===== src/rtl/i2c_pkg.sv =====
// Shared I2C definitions: bit-shifter command encoding, sequencer states and the
// register-access step table used by i2c_reg_ctrl.
package i2c_pkg;

    localparam int unsigned CMD_W  = 6;
    localparam int unsigned DATA_W = 8;
    localparam int unsigned ADDR_W = 16;
    localparam int unsigned STEP_W = 3;
    localparam int unsigned TMO_W  = 24;
    localparam int unsigned TMO_CW = TMO_W + 1;

    localparam logic [CMD_W-1:0] CMD_WR   = 6'h01;
    localparam logic [CMD_W-1:0] CMD_STA  = 6'h02;
    localparam logic [CMD_W-1:0] CMD_RD   = 6'h04;
    localparam logic [CMD_W-1:0] CMD_STO  = 6'h08;
    localparam logic [CMD_W-1:0] CMD_ACK  = 6'h10;
    localparam logic [CMD_W-1:0] CMD_NACK = 6'h20;

    localparam logic [1:0] ST_IDLE  = 2'd0;
    localparam logic [1:0] ST_ISSUE = 2'd1;
    localparam logic [1:0] ST_WAIT  = 2'd2;
    localparam logic [1:0] ST_DONE  = 2'd3;

    typedef struct packed {
        logic [CMD_W-1:0]  cmd;
        logic [DATA_W-1:0] tx;
        logic              last;
    } step_t;

    // 8-bit address mode skips the address-high step, so remap onto the 16-bit sequence
    function automatic step_t step_lookup(
        input logic              is_read,
        input logic              addr_mode,
        input logic [STEP_W-1:0] step,
        input logic [ADDR_W-1:0] addr,
        input logic [DATA_W-1:0] wrdata,
        input logic [DATA_W-1:0] device_id
    );
        logic [STEP_W-1:0] idx;
        step_t             s;
        idx = (addr_mode || step == '0) ? step : STEP_W'(step + STEP_W'(1));
        s   = '{cmd: '0, tx: '0, last: 1'b1};
        case (idx)
            3'd0: s = '{cmd: CMD_STA | CMD_WR, tx: device_id & 8'hFE, last: 1'b0};
            3'd1: s = '{cmd: CMD_WR, tx: addr[15:8], last: 1'b0};
            3'd2: s = '{cmd: CMD_WR, tx: addr[7:0], last: 1'b0};
            3'd3: s = is_read ? '{cmd: CMD_STA | CMD_WR, tx: device_id | 8'h01, last: 1'b0}
                              : '{cmd: CMD_WR | CMD_STO, tx: wrdata, last: 1'b1};
            3'd4: s = '{cmd: CMD_RD | CMD_NACK | CMD_STO, tx: 8'h00, last: 1'b1};
            default: s = '{cmd: '0, tx: '0, last: 1'b1};
        endcase
        return s;
    endfunction

endpackage


===== src/rtl/i2c_reg_ctrl.sv =====
// Register-level I2C master sequencer: expands one register write/read request into
// byte commands for i2c_bit_shift and reports read data, completion and ACK errors.
module i2c_reg_ctrl
    import i2c_pkg::*;
#(
    parameter logic [TMO_W-1:0] TIMEOUT_CYCLES = 24'd2_000_000
) (
    input  logic              Clk,
    input  logic              Rst_n,
    input  logic              wrreg_req,
    input  logic              rdreg_req,
    input  logic              addr_mode,
    input  logic [ADDR_W-1:0] addr,
    input  logic [DATA_W-1:0] wrdata,
    input  logic [DATA_W-1:0] device_id,
    output logic [DATA_W-1:0] rddata,
    output logic              RW_Done,
    output logic              ack_err,
    output logic              busy,
    output logic [CMD_W-1:0]  Cmd,
    output logic              Go,
    output logic [DATA_W-1:0] Tx_DATA,
    input  logic [DATA_W-1:0] Rx_DATA,
    input  logic              Trans_Done,
    input  logic              ack_o
);

    logic [1:0]        state, state_nxt;
    logic [STEP_W-1:0] step_q, step_nxt;
    logic              is_read_q, mode_q, latch_en, is_read_nxt;
    logic [ADDR_W-1:0] addr_q;
    logic [DATA_W-1:0] wrdata_q, id_q;
    logic [TMO_W-1:0]  tmo_cnt, tmo_cnt_nxt;
    logic              tmo_hit;

    logic [DATA_W-1:0] rddata_nxt, tx_nxt;
    logic [CMD_W-1:0]  cmd_nxt;
    logic              done_nxt, ack_nxt, busy_nxt, go_nxt;

    step_t first_step, cur_step, next_step;

    assign first_step = step_lookup(!wrreg_req, addr_mode, '0, addr, wrdata, device_id);
    assign cur_step   = step_lookup(is_read_q, mode_q, step_q, addr_q, wrdata_q, id_q);
    assign next_step  = step_lookup(is_read_q, mode_q, STEP_W'(step_q + STEP_W'(1)),
                                    addr_q, wrdata_q, id_q);

    // tmo_cnt counts cycles since Go (the Go cycle included)
    assign tmo_hit = (TIMEOUT_CYCLES != '0) &&
                     ((TMO_CW'(tmo_cnt) + TMO_CW'(1)) >= TMO_CW'(TIMEOUT_CYCLES));

    always_ff @(posedge Clk or negedge Rst_n) begin
        if (!Rst_n) state <= ST_IDLE;
        else        state <= state_nxt;
    end

    always_comb begin
        state_nxt   = state;
        step_nxt    = step_q;
        latch_en    = 1'b0;
        is_read_nxt = is_read_q;
        tmo_cnt_nxt = tmo_cnt;
        rddata_nxt  = rddata;
        done_nxt    = 1'b0;
        ack_nxt     = ack_err;
        busy_nxt    = busy;
        cmd_nxt     = Cmd;
        go_nxt      = 1'b0;
        tx_nxt      = Tx_DATA;
        case (state)
            ST_IDLE: begin
                if (wrreg_req || rdreg_req) begin
                    state_nxt   = ST_ISSUE;
                    step_nxt    = '0;
                    latch_en    = 1'b1;
                    is_read_nxt = !wrreg_req;
                    busy_nxt    = 1'b1;
                    ack_nxt     = 1'b0;
                    go_nxt      = 1'b1;
                    cmd_nxt     = first_step.cmd;
                    tx_nxt      = first_step.tx;
                end
            end
            ST_ISSUE: begin
                state_nxt   = ST_WAIT;
                tmo_cnt_nxt = TMO_W'(1);
            end
            ST_WAIT: begin
                if (Trans_Done) begin
                    if ((cur_step.cmd & CMD_WR) != '0) ack_nxt = ack_err | ack_o;
                    if ((cur_step.cmd & CMD_RD) != '0) rddata_nxt = Rx_DATA;
                    if (cur_step.last) begin
                        state_nxt = ST_DONE;
                        done_nxt  = 1'b1;
                        busy_nxt  = 1'b0;
                        cmd_nxt   = '0;
                        tx_nxt    = '0;
                    end else begin
                        state_nxt = ST_ISSUE;
                        step_nxt  = STEP_W'(step_q + STEP_W'(1));
                        go_nxt    = 1'b1;
                        cmd_nxt   = next_step.cmd;
                        tx_nxt    = next_step.tx;
                    end
                end else if (tmo_hit) begin
                    state_nxt = ST_DONE;
                    ack_nxt   = 1'b1;
                    done_nxt  = 1'b1;
                    busy_nxt  = 1'b0;
                    cmd_nxt   = '0;
                    tx_nxt    = '0;
                end else begin
                    tmo_cnt_nxt = TMO_W'(tmo_cnt + TMO_W'(1));
                end
            end
            ST_DONE: state_nxt = ST_IDLE;
            default: state_nxt = ST_IDLE;
        endcase
    end

    always_ff @(posedge Clk or negedge Rst_n) begin
        if (!Rst_n) begin
            step_q    <= '0;
            is_read_q <= 1'b0;
            mode_q    <= 1'b0;
            addr_q    <= '0;
            wrdata_q  <= '0;
            id_q      <= '0;
            tmo_cnt   <= '0;
            rddata    <= '0;
            RW_Done   <= 1'b0;
            ack_err   <= 1'b0;
            busy      <= 1'b0;
            Cmd       <= '0;
            Go        <= 1'b0;
            Tx_DATA   <= '0;
        end else begin
            step_q    <= step_nxt;
            is_read_q <= is_read_nxt;
            if (latch_en) begin
                mode_q   <= addr_mode;
                addr_q   <= addr;
                wrdata_q <= wrdata;
                id_q     <= device_id;
            end
            tmo_cnt   <= tmo_cnt_nxt;
            rddata    <= rddata_nxt;
            RW_Done   <= done_nxt;
            ack_err   <= ack_nxt;
            busy      <= busy_nxt;
            Cmd       <= cmd_nxt;
            Go        <= go_nxt;
            Tx_DATA   <= tx_nxt;
        end
    end

endmodule


===== config.mk =====
export PLATFORM = sky130hd
export DESIGN_NAME = i2c_reg_ctrl
export DESIGN_NICKNAME = d
export VERILOG_FILES = /design/src/rtl/i2c_pkg.sv /design/src/rtl/i2c_reg_ctrl.sv
export SDC_FILE = /design/constraint.sdc
export NUM_CORES = 1
export LEC_CHECK = 0
export BUFFER_PORTS_ARGS = -buffer_cell sky130_fd_sc_hd__buf_2
export CAP_MARGIN = 20
export CORE_MARGIN = 2
export CORE_UTILIZATION = 30
export CTS_CLUSTER_DIAMETER = 50
export DETAILED_ROUTE_END_ITERATION = 16
export PLACE_DENSITY = 0.56
export SYNTH_ARGS = -nofsm -noshare
export SYNTH_HDL_FRONTEND = slang
export SYNTH_SLANG_ARGS = --single-unit
export TNS_END_PERCENT = 20

===== constraint.sdc =====
create_clock -name Clk -period 5.16 [get_ports Clk]
set_input_delay 1.032 -clock Clk [delete_from_list [all_inputs] [get_ports Clk]]
set_output_delay 1.032 -clock Clk [all_outputs]
set_load 0.02 [all_outputs]

==> impl_metrics.yaml, run 1 <==
timing:
  finalSetupViolCount: 0
  relSlewSlack: 0.318
  setup_tns_ns: 0
  tightestPinTransition_ns: 1.02
  rsz0062_at_grt: "no"
  hold_violations: 0
  finalClockSkew_ns: 0.00586
  period_minus_slack_ns: 3.68
  fmax_mhz: 272
  slew_viol_final: 0
  timing.final.crit_share: 0.712
critical_path:
  worstPathMaxFanout: 29
  crit_path_start: "tmo_cnt[0]"
  crit_required_ns: 5.39
  critPathArrivalTime_ns: 3.90
  r2r_end: "tmo_cnt[17]"
  worstSetupStartpointType: "register"
  end_kind: "register"
  r2r_cells: 8
  endpoint: "tmo_cnt[17]"
  crit_type: "reg -> reg"
  regToRegSetupSlack_ns: 1.48
  timing.rr.start: "tmo_cnt[0]"
routing:
  m1WireLength_um: 5490
  wl_per_cell_um: 15.4
  wirelength_um: 12200
  drt_iter0_markers: 238
  routed-wl-met3_um: 629
  vias_per_cell: 5.16
  top_layer_used: "met4"
  ant_nets: 0
  drc: 0
  met2_length_um: 5950
  vias: 4092
  firstDrtPassIters: 5
logic_synthesis:
  synth-warning-count: 0
  yosysSeqAreaShare: 0.447
  synthDistinctLibCells: 72
  synthCells: 525
  synth_edf_count: 0
  synth_area_mm2: 0.00481
  ys_seq_elements: 86
  synthArstFlopShare: 1.00
  avgSynthCellArea_um2: 9.17
  synth_ff_type: "dfrtp_1"
  syn-num-nets: 576
finish:
  final_util: 0.354
  final_nets: 624
  final_cell_mix: "nand2_1, dfrtp_1, buf_2"
  final_common_cell: "nand2_1"
  antenna_cells: 0
  synthToLayoutAreaGrowth_pct: 16.1
  postLayoutCellArea_mm2: 0.00559
  drive_above_1_share: 0.211
pwr:
  leakagePower_nw: 2.53
  powerDensity_mw_per_mm2: 498
  vdd_ir_drop_max_mv: 0.239
clock_network:
  clock_sinks: 86
  cts_buffer_depth: 2
  insertion_delay_ns: 0.34
  h-tree-depth: 3
  cts-root-buf: "clkbuf_16"
  cts_inserted_buffers: 9
  post-cts-setup-buffers: 0
  cts_tree: "done"
  ctsHoldBuffers: 0
  cts_resized: 0
  path_clk_slew_ns: 0.06
flow_run:
  drv_cap: 0
floorplan:
  dieArea_mm2: 0.0171
  fp.dieW_um: 131
  core_mm2: 0.0158
  pin_count: 73
  rows: 46
  initial_core_util: 0.305
  die_h_um: 131
run_status:
  status: "finished clean"
grt:
  gr-total-overflow: 0
  antenna_found_initial: 0
  groute.usage.overall: 0.155
  grt_pass1_vias: 4159
  grt_pass1_wl_um: 21100
  grt_max_degree: 52
placement:
  port-buffer-count: 70
  placed_cell_area_mm2: 0.00529
  hpwlAfterDp_um: 8550
  gp_congestion: 0.884
worst_hold_path:
  hp-class: "reg -> reg"
[worst min-delay path by stage]
stage	cells past startpoint	slack, ns	startpoint	to
2_1_floorplan	2	0.44	addr_q[1]	addr_q[1]
3_3_place_gp	2	0.46	addr_q[9]	addr_q[9]
3_5_place_dp	2	0.46	addr_q[2]	addr_q[2]
4_1_cts	2	0.48	addr_q[2]	addr_q[2]
5_1_grt	1	0.51	tmo_cnt[22]	tmo_cnt[22]
6_report	2	0.47	addr_q[8]	addr_q[8]
[power by group]
group	switching, mW	internal (mW)
logic	0.633	0.401
registers	0.197	0.905
clock network	0.263	0.386
[final cells by class]
cell class | count | area, um2
inverters | 11 | 41.3
clock inverters | 5 | 60.1
clock buffers | 10 | 239
flip-flops and latches | 86 | 2150
fillers | 1681 | 10200
repair buffers | 77 | 403
multi-input cells | 388 | 2420
well taps | 216 | 270
[cell usage after synthesis (3+ instances only)]
master	count	area (um2)
nand2_1	122	458
dfrtp_1	86	2150
nor2_1	36	135
clkbuf_1	19	71.3
mux2_2	15	169
nand4_1	15	93.8
o21ai_0	14	70.1
mux2i_1	12	120
nand3_1	11	55.1
nor3_1	11	55.1
inv_1	10	37.5
a21oi_1	9	45.0
nor2b_1	9	56.3
a221o_1	8	80.1
a41oi_1	8	70.1
buf_2	8	40.0
a222oi_1	7	70.1
a31oi_1	6	37.5
a41o_1	6	60.1
buf_4	6	45.0
mux2_1	6	67.6
nor4_1	6	37.5
and2_1	5	31.3
and3_1	5	31.3
and4_1	5	43.8
buf_1	4	15.0
ha_1	4	50.1
nand2b_1	4	25.0
o21ai_1	4	20.0
a21o_1	3	22.5
a311oi_1	3	26.3
nand4b_1	3	26.3
o211ai_1	3	22.5
or3_1	3	18.8
xnor2_1	3	26.3
[routing by layer]
metal  vias to the layer above  global-route usage
met4                         0              0.0451
li1                       1992                   -
met3                         9              0.0395
met2                        94               0.254
met1                      1997               0.204
met5                         -                   0
[stage by stage]
step           total power, mW  hold WS [ns]  instances  worst slack, ns
2_1_floorplan             1.83         0.445        525             2.39
3_3_place_gp              2.12         0.459        777             1.61
5_1_grt                   3.00         0.506        793             1.34
3_5_place_dp              2.15         0.463        777             1.60
6_report                  2.78         0.474        793             1.48
4_1_cts                   2.82         0.479        792             1.57
[sequential cells by signal, indices dropped and copies added, names as in the netlist]
| signal | flops |
|---|---|
| mode_q | 1 |
| wrdata_q | 8 |
| RW_Done | 1 |
| tmo_cnt | 24 |
| rddata | 8 |
| addr_q | 16 |
| Cmd | 4 |
| busy | 1 |
| Go | 1 |
| is_read_q | 1 |
| Tx_DATA | 8 |
| ack_err | 1 |
| state | 2 |
| step_q | 3 |
| id_q | 7 |
[critical path, stage by stage (launching register included)]
cell,delay [ns]
dfrtp_1,0.46
ha_1,0.29
and4_1,0.29
nand4_1,0.19
a2bb2o_1,0.31
a41oi_1,0.37
a211o_1,0.85
a31oi_1,0.35
a221o_1,0.42
[cell families (layout without fill, tap and decap cells)]
| group | count (synthesis) | in the layout | share of synthesized area |
|---|---|---|---|
| flip-flops | 86 | 86 | 0.447 |
| other | 1 | 1 | 0.000779 |
| XOR/XNOR | 5 | 5 | 0.00910 |
| multiplexers | 33 | 33 | 0.0741 |
| AND/OR/NAND/NOR | 250 | 250 | 0.253 |
| AO/OA/AOI/OAI | 94 | 94 | 0.153 |
| adder cells (fa/ha/maj) | 5 | 5 | 0.0125 |
| buffers and inverters | 51 | 103 | 0.0499 |
Note: power is estimated with default switching activity, not from simulation.
==> run 2, diff against run 1 <==
==> constraint.sdc (replaced) <==
create_clock -name Clk -period 3.63 [get_ports Clk]
set_input_delay 0.726 -clock Clk [delete_from_list [all_inputs] [get_ports Clk]]
set_output_delay 0.726 -clock Clk [all_outputs]
set_load 0.02 [all_outputs]
==> run 2 against run 1 <==
  * Critical path depth increased by 1
  * Core utilization grew 0.28 points
  * Design area increased by 0.78%
  * Sequential share of layout area decreased by 0.30 points
  * Setup slack got worse by 1.0 ns
  * Non-clock buffer count up 7
  * Count of clock-buffer cells in the layout grew 1
  * Global-route usage decreased by 0.42 points
  * Total power increased by 40%
  * Routed wire length fell by 1.2%
  * Critical endpoint unchanged
  * Largest cell class unchanged
  * Highest routed layer unchanged
==> impl_metrics.yaml, run 2 (synthesis gave the netlist of run 1 again) <==
finish:
  fillers: 1674
  largest-register: "tmo_cnt"
  drive_above_1_share: 0.219
  largest_reg_flops: 24
  synthToLayoutAreaGrowth_pct: 17.1
  stdcell_count: 800
  antenna_cells: 0
  final_cell_mix: "nand2_1, dfrtp_1, buf_2"
  final_nets: 631
  reg_top3: "tmo_cnt: 24 flops, addr_q: 16 flops"
  final_common_cell: "nand2_1"
timing:
  finalClockSkew_ns: 0.00874
  period_minus_slack_ns: 3.18
  rsz0062_at_grt: "no"
  fmax_mhz: 314
  slew_viol_final: 0
  timing.final.crit_share: 0.876
  holdWs_ns: 0.356
  tightestPinTransition_ns: 0.748
  finalSetupViolCount: 0
  setup_tns_ns: 0
  relSlewSlack: 0.502
  hold_violations: 0
run_status:
  status: "finished clean"
grt:
  grt_pass1_wl_um: 20400
  gr-total-overflow: 0
  grt_pass1_vias: 4081
  grt_max_degree: 41
  groute.usage.overall: 0.151
  antenna_found_initial: 0
critical_path:
  critPathArrivalTime_ns: 3.41
  critPathSlowestCell: "a211o_1"
  worstPathMaxFanout: 19
  crit_required_ns: 3.86
  r2r_end: "tmo_cnt[17]"
  endpoint: "tmo_cnt[17]"
  crit_buf_inv: 1
  path_delay_family: "simple AND/OR/NAND/NOR gates"
  end_kind: "register"
  crit_path_max_incr_delay_ns: 0.50
  timing.rr.start: "tmo_cnt[0]"
  worstSetupStartpointType: "register"
  crit_type: "reg -> reg"
  crit_path_start: "tmo_cnt[0]"
  regToRegSetupSlack_ns: 0.45
  r2r_cells: 9
  worst-path-stages: 9
  cp_cell_sequence: "ha_1, and4_1, nand4_1, xor2_1, nand4b_1, a211o_1, buf_12, and2_4, a221o_1"
pwr:
  totalPowerFinal_mw: 3.91
  leakagePower_nw: 2.55
  vdd_ir_drop_max_mv: 0.367
  intPower_mw: 2.36
  switching_share: 0.397
  powerDensity_mw_per_mm2: 694
  p_seq_frac: 0.401
  p_sw_mw: 1.55
  clock_power_share: 0.221
  p_comb_frac: 0.378
placement:
  gp_congestion: 0.896
  port-buffer-count: 70
  place_inst: 785
  hpwlAfterDp_um: 8740
worst_hold_path:
  hp-class: "in -> async"
clock_network:
  ctsHoldBuffers: 0
  cts_resized: 0
  path_clk_slew_ns: 0.06
  clock_sinks: 86
  insertion_delay_ns: 0.35
  cts_inserted_buffers: 9
  h-tree-depth: 3
  cts_buffer_depth: 2
  cts-root-buf: "clkbuf_16"
  cts_tree: "done"
  post-cts-setup-buffers: 0
floorplan:
  fp.dieW_um: 131
  rows: 46
  core_mm2: 0.0158
  pin_count: 73
  dieArea_mm2: 0.0171
  die_h_um: 131
  initial_core_util: 0.305
routing:
  ant_nets: 0
  wirelength_um: 12000
  vias: 4094
  vias_per_cell: 5.12
  firstDrtPassIters: 4
  drt_iter0_markers: 224
  wl_per_cell_um: 15.1
  drc: 0
flow_run:
  drv_cap: 0
run 2: worst min path at each step:
| stage | slack (ns) | endpoint | from | cells after the start |
|---|---|---|---|---|
| floorplan | 0.43 | Cmd[0] | Rst_n | 0 |
| global placement | 0.46 | addr_q[9] | addr_q[9] | 2 |
| detailed placement | 0.46 | addr_q[4] | addr_q[4] | 2 |
| CTS | 0.37 | tmo_cnt[8] | Rst_n | 1 |
| global route | 0.40 | tmo_cnt[2] | Rst_n | 1 |
| finish | 0.36 | tmo_cnt[8] | Rst_n | 1 |
run 2: layout make-up:
cell class / count / area [um2] / area share
Sequential cell: 86 / 2150 / 0.382
Timing Repair Buffer: 84 / 470 / 0.0835
Clock inverter: 4 / 32.5 / 0.00578
Tap cell: 216 / 270 / 0.0480
Multi-Input combinational cell: 388 / 2420 / 0.430
Inverter: 11 / 41.3 / 0.00733
Clock buffer: 11 / 243 / 0.0431
run 2: worst reg2reg max path: cells and delay by family, from the launching register on:
family / cells / cell delay [ns]
XOR/XNOR: 1 / 0.30
flip-flops: 1 / 0.48
buffers and inverters: 1 / 0.24
adder cells (fa/ha/maj): 1 / 0.30
AO/OA/AOI/OAI: 2 / 0.81
AND/OR/NAND/NOR: 4 / 0.95
run 2: power by group through the flow:
stage / Combinational (mW) / Clock [mW] / Sequential (mW)
2_1_floorplan: 1.01 / 0 / 1.59
3_3_place_gp: 1.47 / 0 / 1.57
3_5_place_dp: 1.50 / 0 / 1.58
4_1_cts: 1.50 / 0.898 / 1.56
5_1_grt: 1.66 / 0.928 / 1.62
6_report: 1.48 / 0.865 / 1.57
run 2: stage by stage:
stage / cell area, um2 / worst slack (ns) / util
global route: 5630 / 0.191 / 0.357
floorplan: 4810 / 0.864 / -
detailed placement: 5360 / 0.463 / 0.340
CTS: 5630 / 0.458 / 0.357
global placement: 5360 / 0.472 / 0.340
finish: 5630 / 0.449 / 0.357
run 2: routing by layer:
metal  vias to the layer above  share of wire  global-route usage
met1                      1963           0.46               0.198
met3                        16          0.047              0.0330
met5                         -              0                   0
met4                         0          0.019              0.0607
met2                       109           0.47               0.244
li1                       2006              -                   -
